<file path="src/rtl/sensor_pkg.sv">
// Shared types and packet layout for the sensor packetizer.
// Optional change-threshold filtering is enabled with SENSOR_PKT_DELTA_EN.
package sensor_pkg;

    localparam int DATA_W      = 8;
    localparam int PKT_W       = 24;
    localparam int PKT_ID_LSB  = 16;
    localparam int PKT_SEQ_LSB = 8;
    localparam int PKT_AVG_LSB = 0;

    typedef enum logic [2:0] {
        ST_IDLE,
        ST_WAIT,
        ST_STROBE,
        ST_CAPTURE,
        ST_SEND
    } state_t;

    function automatic logic [PKT_W-1:0] make_pkt(
        input logic [7:0]        id,
        input logic [7:0]        seq,
        input logic [DATA_W-1:0] avg
    );
        logic [PKT_W-1:0] p;
        p = '0;
        p[PKT_ID_LSB  +: 8]      = id;
        p[PKT_SEQ_LSB +: 8]      = seq;
        p[PKT_AVG_LSB +: DATA_W] = avg;
        return p;
    endfunction

    function automatic logic [DATA_W-1:0] abs_diff(
        input logic [DATA_W-1:0] a,
        input logic [DATA_W-1:0] b
    );
        return (a >= b) ? a - b : b - a;
    endfunction

endpackage

</file>
<file path="src/rtl/sample_accumulator.sv">
// Sums a power-of-two block of samples; avg reflects the sum including
// the sample being added this cycle, so it is ready on the final add.
module sample_accumulator
    import sensor_pkg::*;
#(
    parameter int AVG_LOG2 = 2
) (
    input  logic              clk,
    input  logic              rst,
    input  logic              clr,
    input  logic              add,
    input  logic [DATA_W-1:0] data,
    output logic              done,
    output logic [DATA_W-1:0] avg
);

    localparam int AW = DATA_W + AVG_LOG2;
    localparam int CW = AVG_LOG2 + 1;
    localparam logic [CW-1:0] DONE_AT = CW'((1 << AVG_LOG2) - 1);

    logic [AW-1:0] acc;
    logic [AW-1:0] sum;
    logic [CW-1:0] count;

    assign sum  = acc + AW'(data);
    assign avg  = DATA_W'(sum >> AVG_LOG2);
    assign done = (count == DONE_AT);

    always_ff @(posedge clk) begin
        if (rst || clr) begin
            acc   <= '0;
            count <= '0;
        end else if (add) begin
            acc   <= sum;
            count <= count + 1'b1;
        end
    end

endmodule

</file>
<file path="src/rtl/sensor_packetizer.sv">
// Strobes the sensor, averages sample blocks and frames them as packets.
// Define SENSOR_PKT_DELTA_EN to send only averages that moved by >= DELTA.
module sensor_packetizer
    import sensor_pkg::*;
#(
    parameter int          SAMPLE_PERIOD = 16,
    parameter int          AVG_LOG2      = 2,
    parameter logic [7:0]  NODE_ID       = 8'h01,
    parameter int          DELTA         = 4
) (
    input  logic              clk,
    input  logic              rst,
    input  logic              start,
    output logic              sensor_en,
    input  logic [DATA_W-1:0] sensor_data,
    output logic              pkt_valid,
    input  logic              pkt_ready,
    output logic [PKT_W-1:0]  pkt_data,
    output logic              busy
);

    localparam int PW = $clog2(SAMPLE_PERIOD + 1);
    localparam logic [PW-1:0] WAIT_LAST = PW'(SAMPLE_PERIOD - 1);

    if (SAMPLE_PERIOD < 1 || AVG_LOG2 < 0 || AVG_LOG2 > 4 ||
        DELTA < 0 || DELTA > 255) begin : g_bad_cfg
        $error("sensor_packetizer: parameter out of range");
    end

    state_t            state;
    logic [PW-1:0]     cnt;
    logic [7:0]        seq;
    logic              clr;
    logic              add;
    logic              done;
    logic              keep;
    logic [DATA_W-1:0] avg;

`ifdef SENSOR_PKT_DELTA_EN
    logic [DATA_W-1:0] last_avg;
    logic              sent;

    assign keep = !sent || (int'(abs_diff(avg, last_avg)) >= DELTA);
`else
    assign keep = 1'b1;
`endif

    assign add = (state == ST_CAPTURE);
    assign clr = (state == ST_IDLE)
              || (state == ST_SEND && pkt_ready)
              || (state == ST_CAPTURE && done && !keep);

    sample_accumulator #(
        .AVG_LOG2 (AVG_LOG2)
    ) u_acc (
        .clk  (clk),
        .rst  (rst),
        .clr  (clr),
        .add  (add),
        .data (sensor_data),
        .done (done),
        .avg  (avg)
    );

    always_ff @(posedge clk) begin
        if (rst) begin
            state     <= ST_IDLE;
            cnt       <= '0;
            seq       <= '0;
            sensor_en <= 1'b0;
            pkt_valid <= 1'b0;
            pkt_data  <= '0;
            busy      <= 1'b0;
`ifdef SENSOR_PKT_DELTA_EN
            last_avg  <= '0;
            sent      <= 1'b0;
`endif
        end else begin
            sensor_en <= 1'b0;
            unique case (state)
                ST_IDLE: begin
                    cnt <= '0;
                    if (start) begin
                        state <= ST_WAIT;
                        busy  <= 1'b1;
                    end
                end
                ST_WAIT: begin
                    if (!start) begin
                        state <= ST_IDLE;
                        busy  <= 1'b0;
                        cnt   <= '0;
                    end else begin
                        cnt <= cnt + 1'b1;
                        if (cnt == WAIT_LAST) begin
                            state     <= ST_STROBE;
                            sensor_en <= 1'b1;
                        end
                    end
                end
                ST_STROBE: state <= ST_CAPTURE;
                ST_CAPTURE: begin
                    cnt <= '0;
                    if (!done) begin
                        state <= ST_WAIT;
                    end else if (keep) begin
                        state     <= ST_SEND;
                        pkt_valid <= 1'b1;
                        pkt_data  <= make_pkt(NODE_ID, seq, avg);
                    end else begin
                        state <= start ? ST_WAIT : ST_IDLE;
                        busy  <= start;
                    end
                end
                ST_SEND: begin
                    if (pkt_ready) begin
                        pkt_valid <= 1'b0;
                        seq       <= seq + 1'b1;
                        state     <= start ? ST_WAIT : ST_IDLE;
                        busy      <= start;
`ifdef SENSOR_PKT_DELTA_EN
                        last_avg  <= pkt_data[PKT_AVG_LSB +: DATA_W];
                        sent      <= 1'b1;
`endif
                    end
                end
                default: state <= ST_IDLE;
            endcase
        end
    end

endmodule

</file>
<file path="config.mk">
export PLATFORM = sky130hd
export DESIGN_NAME = sensor_packetizer
export DESIGN_NICKNAME = d
export VERILOG_FILES = /design/src/rtl/sensor_pkg.sv /design/src/rtl/sample_accumulator.sv /design/src/rtl/sensor_packetizer.sv
export SDC_FILE = /design/constraint.sdc
export NUM_CORES = 1
export LEC_CHECK = 0
export ABC_AREA = 1
export CORE_MARGIN = 3
export CORE_UTILIZATION = 35
export CTS_CLUSTER_SIZE = 28
export DETAILED_ROUTE_END_ITERATION = 8
export GPL_TIMING_DRIVEN = 0
export SETUP_SLACK_MARGIN = 0.15
export SYNTH_ARGS = -nofsm -noshare
export SYNTH_HDL_FRONTEND = slang
export SYNTH_SLANG_ARGS = --single-unit
</file>
<file path="constraint.sdc">
create_clock -name clk -period 2.65 [get_ports clk]
set_input_delay 0.3975 -clock clk [delete_from_list [all_inputs] [get_ports clk]]
set_output_delay 0.3975 -clock clk [all_outputs]
set_load 0.01 [all_outputs]
</file>
# Word-level counts from Yosys, hierarchy flattened
# Index checks and enable logic that the tools add are counted.
# W data, S select, Z words.
# totals
ff_bits	49
inputBits	12
word_cells	57
# op_classes
add_sub_neg	4
eq_ne	11
mux	17
bitwise	2
n_reduce_logical	14
# op_table
op	count
$mux W3	5
$pmux W3 S5	1
$add A10 B8 Y10	1
$pmux W5 S2	1
$eq A3 B2 Y1 const B	3
$add A8 B1 Y8 const B	1
$mux W1	7
$ne A2 B2 Y1 const B	3
$reduce_and A3 Y1	2
$add A5 B1 Y5 const B	1
$eq A5 B4 Y1 const B	1
$mux W5	1
$reduce_and A2 Y1	2
$reduce_and A4 Y1	1
$reduce_bool A2 Y1	2
$add A3 B1 Y3 const B	1
$eq A3 B1 Y1 const B	1
$eq A3 B3 Y1 const B	1
$logic_not A3 Y1	1
$ne A3 B3 Y1 const B	1
$pmux W1 S3	1
$reduce_bool A3 Y1	1
$reduce_or A3 Y1	1
$logic_or A1 B1 Y1	2
other kinds (5)	6

# Longest topological paths before layout
# Gate-level depths: netlist (run 1).
# logic_depth
depth_word	4
depth_mapped	12
depth_no_buf	12

# Modules after synthesis
# From an unflattened synthesis (run 1), not the netlist that was laid out.
# unflattened
hier_cells	385
area_unflattened_um2	2665.1
# by_module_without_submodules
module	instances	cells_per_inst	area_per_inst_um2	seq_area_each_um2
sensor_packetizer	1	227	1640.3	720.7
sample_accumulator	1	158	1024.7	260.2

# Least setup slack after synthesis (run 1)
# Ideal clock, no wire load.
# synth_timing
path_type	input to register
startpoint	in sensor_data[0]
endpoint	reg u_acc.acc[8]
setup_ns	0.109
arrival_time_ns	1.512
t_required_ns	2.541
path_slack_ns	1.029
cell_stages	11
path_cell_list	ha_1 > inv_1 > fa_1 > inv_1 > nand3_1 > nand2_1 > nand2_1 > nand3_1 > nand3_1 > nand2_1 > inv_1
# synth_via
elab_chain_cells	1
# synth_rtl
item	line	text
start: declaration	sensor_packetizer.sv:15	input logic [DATA_W-1:0] sensor_data,
$add A10 B8 Y10	sample_accumulator.sv:25	assign sum = acc + AW'(data);
end signal: assignment	sample_accumulator.sv:34	acc <= sum;
end: declaration	sample_accumulator.sv:21	logic [AW-1:0] acc;
# No other way between the ends.
# A chain may end at the register's enable or synchronous reset.

# Final worst setup path (run 1)
# layout_timing
startpoint	in sensor_data[0]
endpoint	reg pkt_data[6]
# layout_via
elab_chain_cells	1
# layout_rtl
item	line	text
$add A10 B8 Y10	sample_accumulator.sv:25	
end signal: assignment	sensor_packetizer.sv:109	pkt_data <= make_pkt(NODE_ID, seq, avg);
end: declaration	sensor_packetizer.sv:18	output logic [PKT_W-1:0] pkt_data,
# No other way between the ends.

==> results, run 1 <==
- The count of final hold-check violations was 0.
- The average instance in the mapped netlist occupies 7.10 sq um.
- The deepest clock path buffer count is 2.
- The part of the total power dissipated in combinational logic is 9.2%.
- The count of TritonRoute iterations in the first routing pass is 4.
- The overall die area is 8350 sq um.
- The required time of the critical path is 2.85 ns.
- The die height is 91.4 microns.
- The clock sink count is 49.
- The total power divided by cell area is 427 nW/um^2.
- Setup repair after global routing left no endpoint under its margin.
- The number of fillers in the final layout is 723.
- For this configuration, the core starts out at a cell density of 36.7%.
- The clock insertion delay at the later pin of the skew report is 0.30 ns.
- The worst min-delay path startpoint is u_acc.count[2].
- The flow ran to the end, and the final reports show no timing, DRC or antenna violations.
- The final core utilization is 44.4%.
- Synthesis inferred 49 register bits.
- Summing every instance area after synthesis gives 2550 sq um.
- The combined global-route utilization of all metal layers is 13.7%.
- Internal power comes to 0.000997 W.
- Using the TritonRoute via totals, the vias-per-cell ratio works out to 4.59.
- The number of diodes added for antenna fixing is 0.
- The kind of path behind the tightest hold check is reg -> reg.
- The setup check on the worst reg-to-reg path leaves a slack of 0.95 ns.
- The layout net count is 428.
- The leakage power of the design is 1.36 nW.
- The number of rows in the core area is 30.
- The number of primary I/O pins is 39.
- The residual overflow from global routing is 0.
- Across the routed clock network, the largest skew measured is 0.00446 ns.
- The startpoint of the most critical register-to-register path is u_acc.acc[0].
- The critical path endpoint category is a flop.
- In this run the number of H-tree levels came out at 2.
- Detailed routing inserted a total of 2,285 vias.
- The number of antenna violations at the first check in global routing was 0.
- The detailed-route wire length per cell is 11.0 microns.
- The floorplan step set the die width to 91.4 microns.
- The fraction of layout instances using a drive strength above 1 is 6.47%.
- The routability congestion estimate from global placement is 0.847.
- The arrival time of the worst setup path is 2.13 ns.
- The sequential share of power is 56.7%.
- For the final routed database, the setup TNS stands at 0 ns.
- The worst hold path passes through 2 cells.
- Net switching is 24.2% of the power.
- For the worst flop-to-flop path, the logic depth is 11.
- The wire length after detailed routing is 5470 microns.
- The number of failing setup endpoints in the final timing report is 0.
- The root buffer selected by CTS is sky130_fd_sc_hd__clkbuf_8.
- Summed over all nets, the switching power comes to 0.000318 W.
- The total CTS buffers is 5.
- The final worst-path cycle share is 72.9%.
- The share of power burned in the clock network is 34.1%.
- The worst hold path terminates at u_acc.count[2].
- The number of buffers inserted by post-CTS setup repair is 0.
- The gate count after technology mapping is 359.
- Post-CTS repair changed the size of 0 cells.
- The via count of the first global-routing pass is 2,127.
- In this run, the number of DRC markers left after iteration 0 of detailed routing was 109.
- The final worst setup slack is 0.718 ns.
- The number of warning messages in the yosys log is 0.
- In this run the remaining antenna-violating nets after routing total 0.
- In this run the standard cell core region covers 6940 sq um.
- The terminus of the critical flop-to-flop path is pkt_data[6].
- STA classifies the critical path startpoint as an input pin.
- The final critical path time including I/O delays and setup is 1.93 ns.
- Clock-pin slew was measured on the worst setup and hold paths at 0.09 ns.
- The placement-stage worst setup slack is 0.412 ns.
- The clock tree from TritonCTS is done.
- In this run the tool buffered the top-level ports with 30 buffer cells.
- The highest attainable clock frequency is 518 MHz.
- The final cell area excluding filler cells is 3080 sq um.
- The register area share after synthesis is 38.5%.
- The peak fanout along the critical path is 2.
- The half-perimeter wire length after placement is 4200 microns.
- The number of hold buffers added after CTS was 0.
- The placed cell area is 2990 sq um.
- The number of unique standard cell types used by synthesis is 31.
- Compared with the post-synthesis result, the final layout area differs by 20.9%.
- The number of max-slew violations in the final report is 0.
- The first global-routing pass estimated 9430 microns of wire.
- The maximum vdd ir drop is 0.176 mV.
- The number of remaining DRC errors is 0.
- The tool flagged a number of max-cap violations equal to 0.
- Entering global routing, the biggest net connects 15 pins.
- The kind of critical path is in -> reg.
==> synthesized netlist by cell type <==
| library cell | number | area, sq um |
|---|---|---|
| sky130_fd_sc_hd__a21boi_0 | 1 | 7.51 |
| sky130_fd_sc_hd__a21oi_1 | 34 | 170 |
| sky130_fd_sc_hd__buf_2 | 2 | 10.0 |
| sky130_fd_sc_hd__buf_4 | 8 | 60.1 |
| sky130_fd_sc_hd__buf_6 | 2 | 22.5 |
| sky130_fd_sc_hd__clkbuf_1 | 4 | 15.0 |
| sky130_fd_sc_hd__clkinv_4 | 1 | 8.76 |
| sky130_fd_sc_hd__conb_1 | 1 | 3.75 |
| sky130_fd_sc_hd__dfxtp_1 | 49 | 981 |
| sky130_fd_sc_hd__fa_1 | 1 | 20.0 |
| sky130_fd_sc_hd__ha_1 | 13 | 163 |
| sky130_fd_sc_hd__inv_1 | 48 | 180 |
| sky130_fd_sc_hd__inv_2 | 1 | 3.75 |
| sky130_fd_sc_hd__nand2_1 | 90 | 338 |
| sky130_fd_sc_hd__nand2_4 | 1 | 11.3 |
| sky130_fd_sc_hd__nand3_1 | 21 | 105 |
| sky130_fd_sc_hd__nand3b_1 | 1 | 7.51 |
| sky130_fd_sc_hd__nand4_1 | 3 | 18.8 |
| sky130_fd_sc_hd__nor2_1 | 34 | 128 |
| sky130_fd_sc_hd__nor2_4 | 1 | 11.3 |
| sky130_fd_sc_hd__nor3_1 | 4 | 20.0 |
| sky130_fd_sc_hd__nor3_4 | 1 | 16.3 |
| sky130_fd_sc_hd__nor4_1 | 1 | 6.26 |
| sky130_fd_sc_hd__o2111ai_1 | 1 | 8.76 |
| sky130_fd_sc_hd__o21a_1 | 9 | 67.6 |
| sky130_fd_sc_hd__o21ai_0 | 16 | 80.1 |
| sky130_fd_sc_hd__o21bai_1 | 2 | 15.0 |
| sky130_fd_sc_hd__or2_0 | 1 | 6.26 |
| sky130_fd_sc_hd__or2_2 | 2 | 12.5 |
| sky130_fd_sc_hd__xnor2_1 | 3 | 26.3 |
| sky130_fd_sc_hd__xor2_1 | 3 | 26.3 |
==> how the worst max path moves through the flow <==
stage                         startpoint           end  slack, ns  cells after the start
after floorplan           sensor_data[0]  u_acc.acc[8]       1.03                     11
after global placement    sensor_data[0]   pkt_data[6]       0.41                     12
after detailed placement  sensor_data[0]   pkt_data[6]       0.41                     12
after CTS                 sensor_data[0]   pkt_data[6]       0.73                     12
after global routing      sensor_data[0]  u_acc.acc[8]       0.57                     12
final                     sensor_data[0]   pkt_data[6]       0.72                     12
==> per-layer routing <==
metal  wire [microns]  global-route usage [%]
met1             2740                    18.4
met2             2460                    22.2
met3              233                    3.31
met4               44                    3.39
met5                0                       0
==> registers in the layout (all words and copies together) (netlist names) <==
| register | count |
|---|---|
| pkt_data | 17 |
| u_acc.acc | 10 |
| seq | 8 |
| cnt | 5 |
| state | 3 |
| u_acc.count | 3 |
| busy | 1 |
| pkt_valid | 1 |
| sensor_en | 1 |
==> power by group through the flow <==
stage               clock (W)  sequential [W]  combinational (W)
floorplan                   0        0.000763          0.0000799
global placement            0        0.000763           0.000120
detailed placement          0        0.000763           0.000121
CTS                  0.000467        0.000746           0.000122
global route         0.000494        0.000747           0.000136
finish               0.000449        0.000746           0.000121
==> area by class of cell <==
class | count | area (sq um) | area share, %
sequential | 49 | 981 | 31.8
buffer | 16 | 108 | 3.49
tap | 96 | 120 | 3.90
clock buffer | 6 | 82.6 | 2.68
timing repair buffer | 30 | 300 | 9.74
clock inverter | 1 | 7.51 | 0.244
inverter | 50 | 193 | 6.25
multi-input combinational | 250 | 1290 | 41.9
==> cells by family after synthesis <==
logic type / share of synthesized area, %
AND/OR/NAND/NOR: 26.7
buffers and inverters: 11.8
AO/OA/AOI/OAI: 13.7
flip-flops: 38.5
adder cells (fa/ha/maj): 7.16
XOR/XNOR: 2.06
other: 0.147
==> critical path, stage by stage <==
cell	delay (ns)
sky130_fd_sc_hd__clkdlybuf4s50_1	0.46
sky130_fd_sc_hd__ha_1	0.17
sky130_fd_sc_hd__inv_1	0.07
sky130_fd_sc_hd__fa_1	0.41
sky130_fd_sc_hd__inv_1	0.09
sky130_fd_sc_hd__nand3_1	0.06
sky130_fd_sc_hd__nand2_1	0.11
sky130_fd_sc_hd__nand2_1	0.07
sky130_fd_sc_hd__nand3_1	0.10
sky130_fd_sc_hd__nand3_1	0.09
sky130_fd_sc_hd__nand2_1	0.06
sky130_fd_sc_hd__inv_1	0.03
==> cells in the final DEF (no fill, tap or decap), types with 2 or more instances in the layout <==
cell and count:
sky130_fd_sc_hd__nor2_1 34, sky130_fd_sc_hd__conb_1 7, sky130_fd_sc_hd__nor3_1 4, sky130_fd_sc_hd__clkbuf_1 4, sky130_fd_sc_hd__xnor2_1 3, sky130_fd_sc_hd__nand4_1 3, sky130_fd_sc_hd__xor2_1 3, sky130_fd_sc_hd__or2_2 2
sky130_fd_sc_hd__o21bai_1 2, sky130_fd_sc_hd__inv_1 48, sky130_fd_sc_hd__nand2_1 90, sky130_fd_sc_hd__clkbuf_8 6, sky130_fd_sc_hd__dfxtp_1 49, sky130_fd_sc_hd__clkdlybuf4s50_1 30, sky130_fd_sc_hd__a21oi_1 34, sky130_fd_sc_hd__buf_2 2
sky130_fd_sc_hd__buf_4 8, sky130_fd_sc_hd__buf_6 2, sky130_fd_sc_hd__nand3_1 21, sky130_fd_sc_hd__ha_1 13, sky130_fd_sc_hd__o21ai_0 16, sky130_fd_sc_hd__o21a_1 9
==> through the flow <==
stage | power [W] | std cells | hold WS (ns)
global placement | 0.000883 | 491 | 0.453
finish | 0.00132 | 498 | 0.466
floorplan | 0.000843 | 365 | 0.443
CTS | 0.00133 | 498 | 0.471
global route | 0.00138 | 498 | 0.491
detailed placement | 0.000884 | 491 | 0.457
Note: power is estimated with default switching activity, not from simulation.
==> inputs of run 2 (changes only) <==
==> constraint.sdc (replaced) <==
create_clock -name clk -period 2 [get_ports clk]
set_input_delay 0.3 -clock clk [delete_from_list [all_inputs] [get_ports clk]]
set_output_delay 0.3 -clock clk [all_outputs]
set_load 0.01 [all_outputs]
==> run 2 against run 1 <==
  * Clock power increased by 32%
  * Routed wire length is 0.27% higher
  * Combinational power grew 32%
  * Worst setup slack got worse by 0.47 ns
  * Global-route usage unchanged
  * Sequential power grew 32%
  * Sequential cell count did not move
  * Critical path depth fell by 2
  * Count of clock-buffer cells in the layout did not move
  * Cell count stayed put
  * Power rose by 32%
==> results, run 2 (same netlist as run 1, synthesis figures left out) <==
- The total instance count after detailed placement is 491 (unchanged).
- The peak fanout along the critical path was 2 (unchanged).
- The kind of path behind the tightest hold check is in -> reg.
- The net switching power figure is 0.000419 W (+32%).
- The number of nets with antenna violations after routing is 0 (unchanged).
- The count of TritonRoute iterations in the first routing pass is 4 (unchanged).
- The layout net count is 428 (unchanged).
- The worst setup skew after layout is 0.00475 ns (+0.000290 ns).
- The arrival time of the worst setup path is 1.95 ns (-0.18 ns).
- The critical path endpoint category is a flop.
- The combined global-route utilization of all metal layers came to 13.7% (unchanged).
- The worst reg-to-reg setup slack is 0.37 ns (-0.58 ns).
- The clock sink count was 49 (unchanged).
- The placement-stage worst setup slack is -0.140 ns (-0.553 ns).
- The kind of critical path is in -> reg.
- The largest registers in the layout are pkt_data x17, u_acc.acc x10, seq x8.
- The residual overflow from global routing is 0 (unchanged).
- The share of power burned in the clock network is 34.0% (about the same).
- The clock tree from TritonCTS is done.
- The maximum vdd ir drop was 0.234 mV (+32%).
- The CTS H-tree depth is 2 (unchanged).
- The wire length after detailed routing is 5490 microns (+0.27%).
- The required time of the critical path is 2.20 ns (-0.65 ns).
- The routability congestion estimate from global placement is 0.847 (unchanged).
- The total number of vias is 2,258 (-1.2%).
- The final worst-path cycle share is 87.7%.
- The count of final hold-check violations is 0 (unchanged).
- The internal power came to 0.00132 W (+33%).
- The clock slew at the register clock pins of the worst setup and hold paths was 0.08 ns (about the same).
- Compared with the post-synthesis result, the final layout area differs by 21.6%.
- The sequential share of power is 56.8% (about the same).
- The number of max-slew violations in the final report is 0 (unchanged).
- The switching power share of the total is 24.1% (-0.13 points).
- The die height was 91.4 microns (unchanged).
- The ratio of routed vias to standard cells was 4.53 (-1.2%).
- The final critical path time including I/O delays and setup is 1.75 ns.
- The highest attainable clock frequency is 570 MHz.
- The port buffer count came to 30 (unchanged).
- The core area is 6940 sq um (unchanged).
- Setup repair after global routing could not meet its margin everywhere.
- The total power divided by cell area is 561 nW/um^2 (+31%).
- The half-perimeter wire length after placement is 4200 microns (unchanged).
- The via count of the first global-routing pass is 2,127 (unchanged).
- The number of failing setup endpoints in the final timing report is 0 (unchanged).
- The top register by number of flip-flops is pkt_data.
- The number of antenna violations at the first check in global routing is 0 (unchanged).
- The library cell used most frequently in the layout, excluding fill and tap cells, is sky130_fd_sc_hd__nand2_1.
- The die span in x came to 91.4 microns (unchanged).
- The worst hold margin is 0.412 ns (-0.0540 ns).
- The total CTS buffers is 5 (unchanged).
- The global-route wire length before repair came to 9430 microns (unchanged).
- The effective utilization at floorplan came to 36.7% (unchanged).
- The largest net degree at the start of global routing was 15 (unchanged).
- The fraction of layout instances using a drive strength above 1 is 8.21% (+1.7 points).
- The clock insertion delay at the later pin of the skew report is 0.30 ns (about the same).
- The count of buffer and inverter cells on the critical path came to 4 (unchanged).
- The flip-flop count of the largest register after layout is 17 (unchanged).
- The post-route setup TNS is 0 ns (unchanged).
- The number of rows in the core area came to 30 (unchanged).
- The detailed-route wire length per cell is 11.0 microns (+0.27%).
- The max-cap violation count is 0 (unchanged).
- The delay contributed by the slowest stage of the critical path is 0.47 ns (about the same).
- The violation count after the first detailed-routing iteration is 84 (-23%).
- The number of remaining DRC errors was 0 (unchanged).
- The worst setup path is launched from an input pin.
- The tree is rooted in a sky130_fd_sc_hd__clkbuf_8.
- Among all stages on the critical path, the largest delay is contributed by sky130_fd_sc_hd__clkdlybuf4s50_1.
- The top cell types in the final layout, fill and taps aside, are 88 x sky130_fd_sc_hd__nand2_1, 49 x sky130_fd_sc_hd__dfxtp_1, 47 x sky130_fd_sc_hd__inv_1.
- The number of diodes added for antenna fixing is 0 (unchanged).
- The critical path goes through clkdlybuf4s50_1, ha_2, inv_1, fa_2, inv_2, nand4_1, nand4_1, nand3_1, nand2_1, inv_1.
- The leakage power of the design is 1.36 nW (-0.22%).
- The deepest clock path buffer count is 2 (unchanged).
- The count of non-filler cells in the finished layout was 498 (unchanged).
- The placed cell area is 2990 sq um (unchanged).
- The final worst setup slack came to 0.247 ns (-0.471 ns).
- The overall die area is 8350 sq um (unchanged).
- The part of the total power dissipated in combinational logic was 9.2% (about the same).
- The number of primary I/O pins is 39 (unchanged).
- In this design, the largest share of critical-path delay is due to buffers and inverters.
- The run finished with clean final reports.
- The final cell area excluding filler cells is 3100 sq um (+0.61%).
run 2: cell counts in the layout (fill, tap and decap cells not counted):
Identical to the previous run, type by type.
run 2: what timing repair did:
item | in CTS | in global routing
resized for setup | 0 | 7
hold buffers | 0 | 0
endpoints found under the setup margin | 0 | 7
buffers inserted | 0 | 0
run 2: per-stage QoR:
stage | total power (W) | util, %
final | 0.00174 | 44.7
after floorplan | 0.00112 | -
after global placement | 0.00117 | 43.1
after detailed placement | 0.00117 | 43.1
after global routing | 0.00183 | 44.7
after CTS | 0.00177 | 44.4
run 2: path summary, 6_finish.rpt:
check                 startpoint        endpoint  depth (start not counted)
hold / removal               rst          cnt[3]                          2
hold reg to reg   u_acc.count[2]  u_acc.count[2]                          2
setup / recovery  sensor_data[0]     pkt_data[4]                         10
setup reg to reg        state[1]    u_acc.acc[3]                          9
run 2: final cells by class:
type,instances,area (sq um)
flip-flops and latches,49,981
repair buffers,30,300
inverters,50,193
clock inverters,1,7.51
fillers,723,3840
multi-input cells,250,1310
plain buffers,16,108
clock buffers,6,82.6
well taps,96,120
run 2: layer usage:
layer	vias up	global-route usage (%)	part of all wire (%)	wire, microns
li1	1211	-	-	-
met1	1013	18.4	50	2740
met2	30	22.2	45	2490
met3	4	3.31	3.9	213
met4	0	3.39	0.73	40
met5	-	0	0	0
run 2: power by group through the flow:
stage          combinational (W)  clock, W  sequential, W
2_1_floorplan           0.000106         0        0.00101
3_3_place_gp            0.000158         0        0.00101
3_5_place_dp            0.000160         0        0.00101
4_1_cts                 0.000161  0.000619       0.000988
5_1_grt                 0.000182  0.000655       0.000990
6_report                0.000160  0.000592       0.000988
run 2: worst register-to-register path: cells and delay by family (launching register included):
kind            cells  cell delay, ns
compound gates      1            0.06
buf+inv             3            0.39
simple gates        5            0.73
flops               1            0.35
==> inputs of run 3 (changes only) <==
--- a/config.mk
+++ b/config.mk
@@ -7,10 +7,11 @@
 export LEC_CHECK = 0
 export ABC_AREA = 1
 export CORE_MARGIN = 3
-export CORE_UTILIZATION = 35
+export CORE_UTILIZATION = 45
 export CTS_CLUSTER_SIZE = 28
 export DETAILED_ROUTE_END_ITERATION = 8
 export GPL_TIMING_DRIVEN = 0
+export PLACE_DENSITY = 0.68
 export SETUP_SLACK_MARGIN = 0.15
 export SYNTH_ARGS = -nofsm -noshare
 export SYNTH_HDL_FRONTEND = slang
==> run 3 against run 2 <==
  * Cell area is essentially flat
  * Core utilization rose by 14 points
  * Worst hold slack got worse by 0.011 ns
  * Power up 8.3%
==> results, run 3 (same netlist as run 1, synthesis figures left out) <==
- The flow ran to the end, and the final reports show no timing, DRC or antenna violations.
- The count of cells along the worst register-to-register path is 9 (unchanged).
- The ratio of routed vias to standard cells is 4.84 (+6.7%).
- The total CTS buffers is 5 (unchanged).
- The core area is 5300 sq um (-24%).
- The worst min-delay path startpoint is rst.
- The peak fanout along the critical path is 2 (unchanged).
- The critical path ends at u_acc.acc[4].
- The delay contributed by the slowest stage of the critical path is 0.46 ns (about the same).
- The count of TritonRoute iterations in the first routing pass was 4 (unchanged).
- The final core utilization is 58.4% (+14 points).
- The worst reg-to-reg setup slack is 0.38 ns (about the same).
- The kind of path behind the tightest hold check is in -> reg.
- The number of diodes added for antenna fixing is 0 (unchanged).
- The number of max-slew violations in the final report was 0 (unchanged).
- The global-route wire length before repair is 9440 microns (+0.15%).
- The worst hold margin is 0.401 ns (-0.0108 ns).
- The worst setup skew after layout is 0.00898 ns (+0.00423 ns).
- The kind of cell with the highest combined delay along the critical path is buffers and inverters.
- The number of nets with antenna violations after routing is 0 (unchanged).
- The largest net degree at the start of global routing is 15 (unchanged).
- The CTS H-tree depth is 2 (unchanged).
- The max-cap violation count was 0 (unchanged).
- The effective utilization at floorplan is 48.1% (+11 points).
- The number of failing setup endpoints in the final timing report is 0 (unchanged).
- The routability congestion estimate from global placement came to 0.817 (-3.5%).
- The final cell area excluding filler cells came to 3100 sq um (about the same).
- The count of buffer and inverter cells on the critical path came to 4 (unchanged).
- The total number of vias was 2,293 (+1.6%).
- The count of non-filler cells in the finished layout was 474 (-4.8%).
- The beginning of the critical path is sensor_data[0].
- The final critical path time including I/O delays and setup is 1.74 ns (-0.0182 ns).
- CTS placed an instance of sky130_fd_sc_hd__clkbuf_8 at the clock tree root.
- The wire length after detailed routing is 5480 microns (-0.16%).
- The critical path endpoint category is a flop.
- The overall die area was 6610 sq um (-21%).
- The die span in x is 81.3 microns (-11%).
- The clock sink count came to 49 (unchanged).
- The detailed-route wire length per cell came to 11.6 microns (+4.9%).
- The terminus of the critical flop-to-flop path is u_acc.acc[4].
- The total instance count after detailed placement was 465 (-5.3%).
- The number of primary I/O pins is 39 (unchanged).
- The leakage power of the design was 1.38 nW (+1.4%).
- The count of final hold-check violations is 0 (unchanged).
- The layout overhead on the synthesized area was 21.5% (about the same).
- The required time of the critical path came to 2.25 ns (+0.05 ns).
- Setup repair after global routing could not meet its margin everywhere.
- The final worst-path cycle share is 86.8% (-0.91 points).
- The sum of internal, switching and leakage power is 0.00189 W (+8.3%).
- In the layout the commonest cells are 88 x sky130_fd_sc_hd__nand2_1, 49 x sky130_fd_sc_hd__dfxtp_1, 47 x sky130_fd_sc_hd__inv_1.
- The residual overflow from global routing is 0 (unchanged).
- The maximum vdd ir drop is 0.566 mV (+140%).
- The number of antenna violations at the first check in global routing was 0 (unchanged).
- The critical path goes through clkdlybuf4s50_1, ha_2, inv_1, fa_2, inv_2, nand3_1, nand2_2, xor2_1, o21ai_0, inv_1.
- The total power divided by cell area is 609 nW/um^2 (+8.4%).
- More flip-flops sit in one register than any other, and that register is pkt_data.
- STA classifies the critical path startpoint as an input pin.
- The combined global-route utilization of all metal layers is 18.2% (+4.5 points).
- The startpoint identified for the worst register-to-register timing path is u_acc.acc[0].
- The number of rows in the core area is 26 (-13%).
- The arrival time of the worst setup path is 1.99 ns (+0.04 ns).
- The flip-flop count of the largest register after layout is 17 (unchanged).
- The fraction of layout instances using a drive strength above 1 is 8.17% (-0.041 points).
- The worst setup path is of the in -> reg kind.
- The violation count after the first detailed-routing iteration is 122 (+45%).
- The cell depth of the worst setup path is 10 (unchanged).
- The highest attainable clock frequency is 576 MHz (+1.0%).
- The clock tree from TritonCTS is done.
- The number of remaining DRC errors is 0 (unchanged).
- The die height came to 81.3 microns (-11%).
- The half-perimeter wire length after placement was 4140 microns (-1.5%).
- The deepest clock path buffer count is 2 (unchanged).
- The clock slew at the register clock pins of the worst setup and hold paths came to 0.09 ns (about the same).
- The number of hold-repair buffers added at the cts stage came to 0 (unchanged).
- The most common cell after layout, fill and taps aside is sky130_fd_sc_hd__nand2_1.
- The via count of the first global-routing pass is 2,150 (+1.1%).
- The layout net count is 429 (+0.23%).
- For this design, the slowest cell found on the critical path is sky130_fd_sc_hd__clkdlybuf4s50_1.
- The clock insertion delay at the later pin of the skew report was 0.31 ns (about the same).
- The largest registers in the layout are pkt_data x17, u_acc.acc x10, seq x8.
- The cell that appears most often on the critical path is sky130_fd_sc_hd__inv_1.
- The port buffer count was 30 (unchanged).
- The placed cell area came to 2960 sq um (-1.1%).
-- run 3: cell count changes in the layout (fill, tap and decap cells not counted), sizes merged --
cell / previous run / this run
buf: 12 / 13
bufinv: 0 / 1
clkbuf: 10 / 11
clkinvlp: 1 / 0
-- run 3: per-stage QoR --
step                      TNS, ns  setup WS (ns)
after detailed placement   -0.721         -0.145
after CTS                       0          0.178
final                           0          0.265
after floorplan                 0          0.460
after global routing            0          0.144
after global placement     -0.455         -0.115
-- run 3: per-layer routing --
metal | vias up | wire [microns] | GRT usage [%]
li1 | 1216 | - | -
met1 | 1030 | 2730 | 23.9
met2 | 39 | 2450 | 29.6
met3 | 8 | 225 | 3.99
met4 | 0 | 71 | 5.57
met5 | - | 0 | 0
-- run 3: area by class of cell --
cell class / count / area, sq um
repair buffers: 31 / 308
plain buffers: 16 / 108
flip-flops and latches: 49 / 981
well taps: 70 / 87.6
clock inverters: 1 / 30.0
clock buffers: 7 / 86.3
multi-input cells: 250 / 1310
fillers: 512 / 2200
inverters: 50 / 193
-- run 3: how the worst min path moves through the flow --
stage                     endpoint  slack (ns)  cells past startpoint
finish                      seq[5]        0.40                      2
global route           pkt_data[0]        0.41                      2
CTS                         seq[5]        0.40                      2
detailed placement  u_acc.count[2]        0.46                      2
global placement      pkt_data[16]        0.45                      1
floorplan             u_acc.acc[0]        0.44                      2
-- run 3: power by group --
| group | switching [W] | internal (W) | leakage (nW) |
|---|---|---|---|
| Combinational | 0.0000949 | 0.0000649 | 0.922 |
| Sequential | 0.00000565 | 0.000983 | 0.395 |
| Clock | 0.000329 | 0.000408 | 0.0585 |
-- run 3: what timing repair did --
action / 4_1_cts / 5_1_grt
buffers inserted: 0 / 1
endpoints found under the setup margin: 0 / 6
resized for setup: 0 / 6
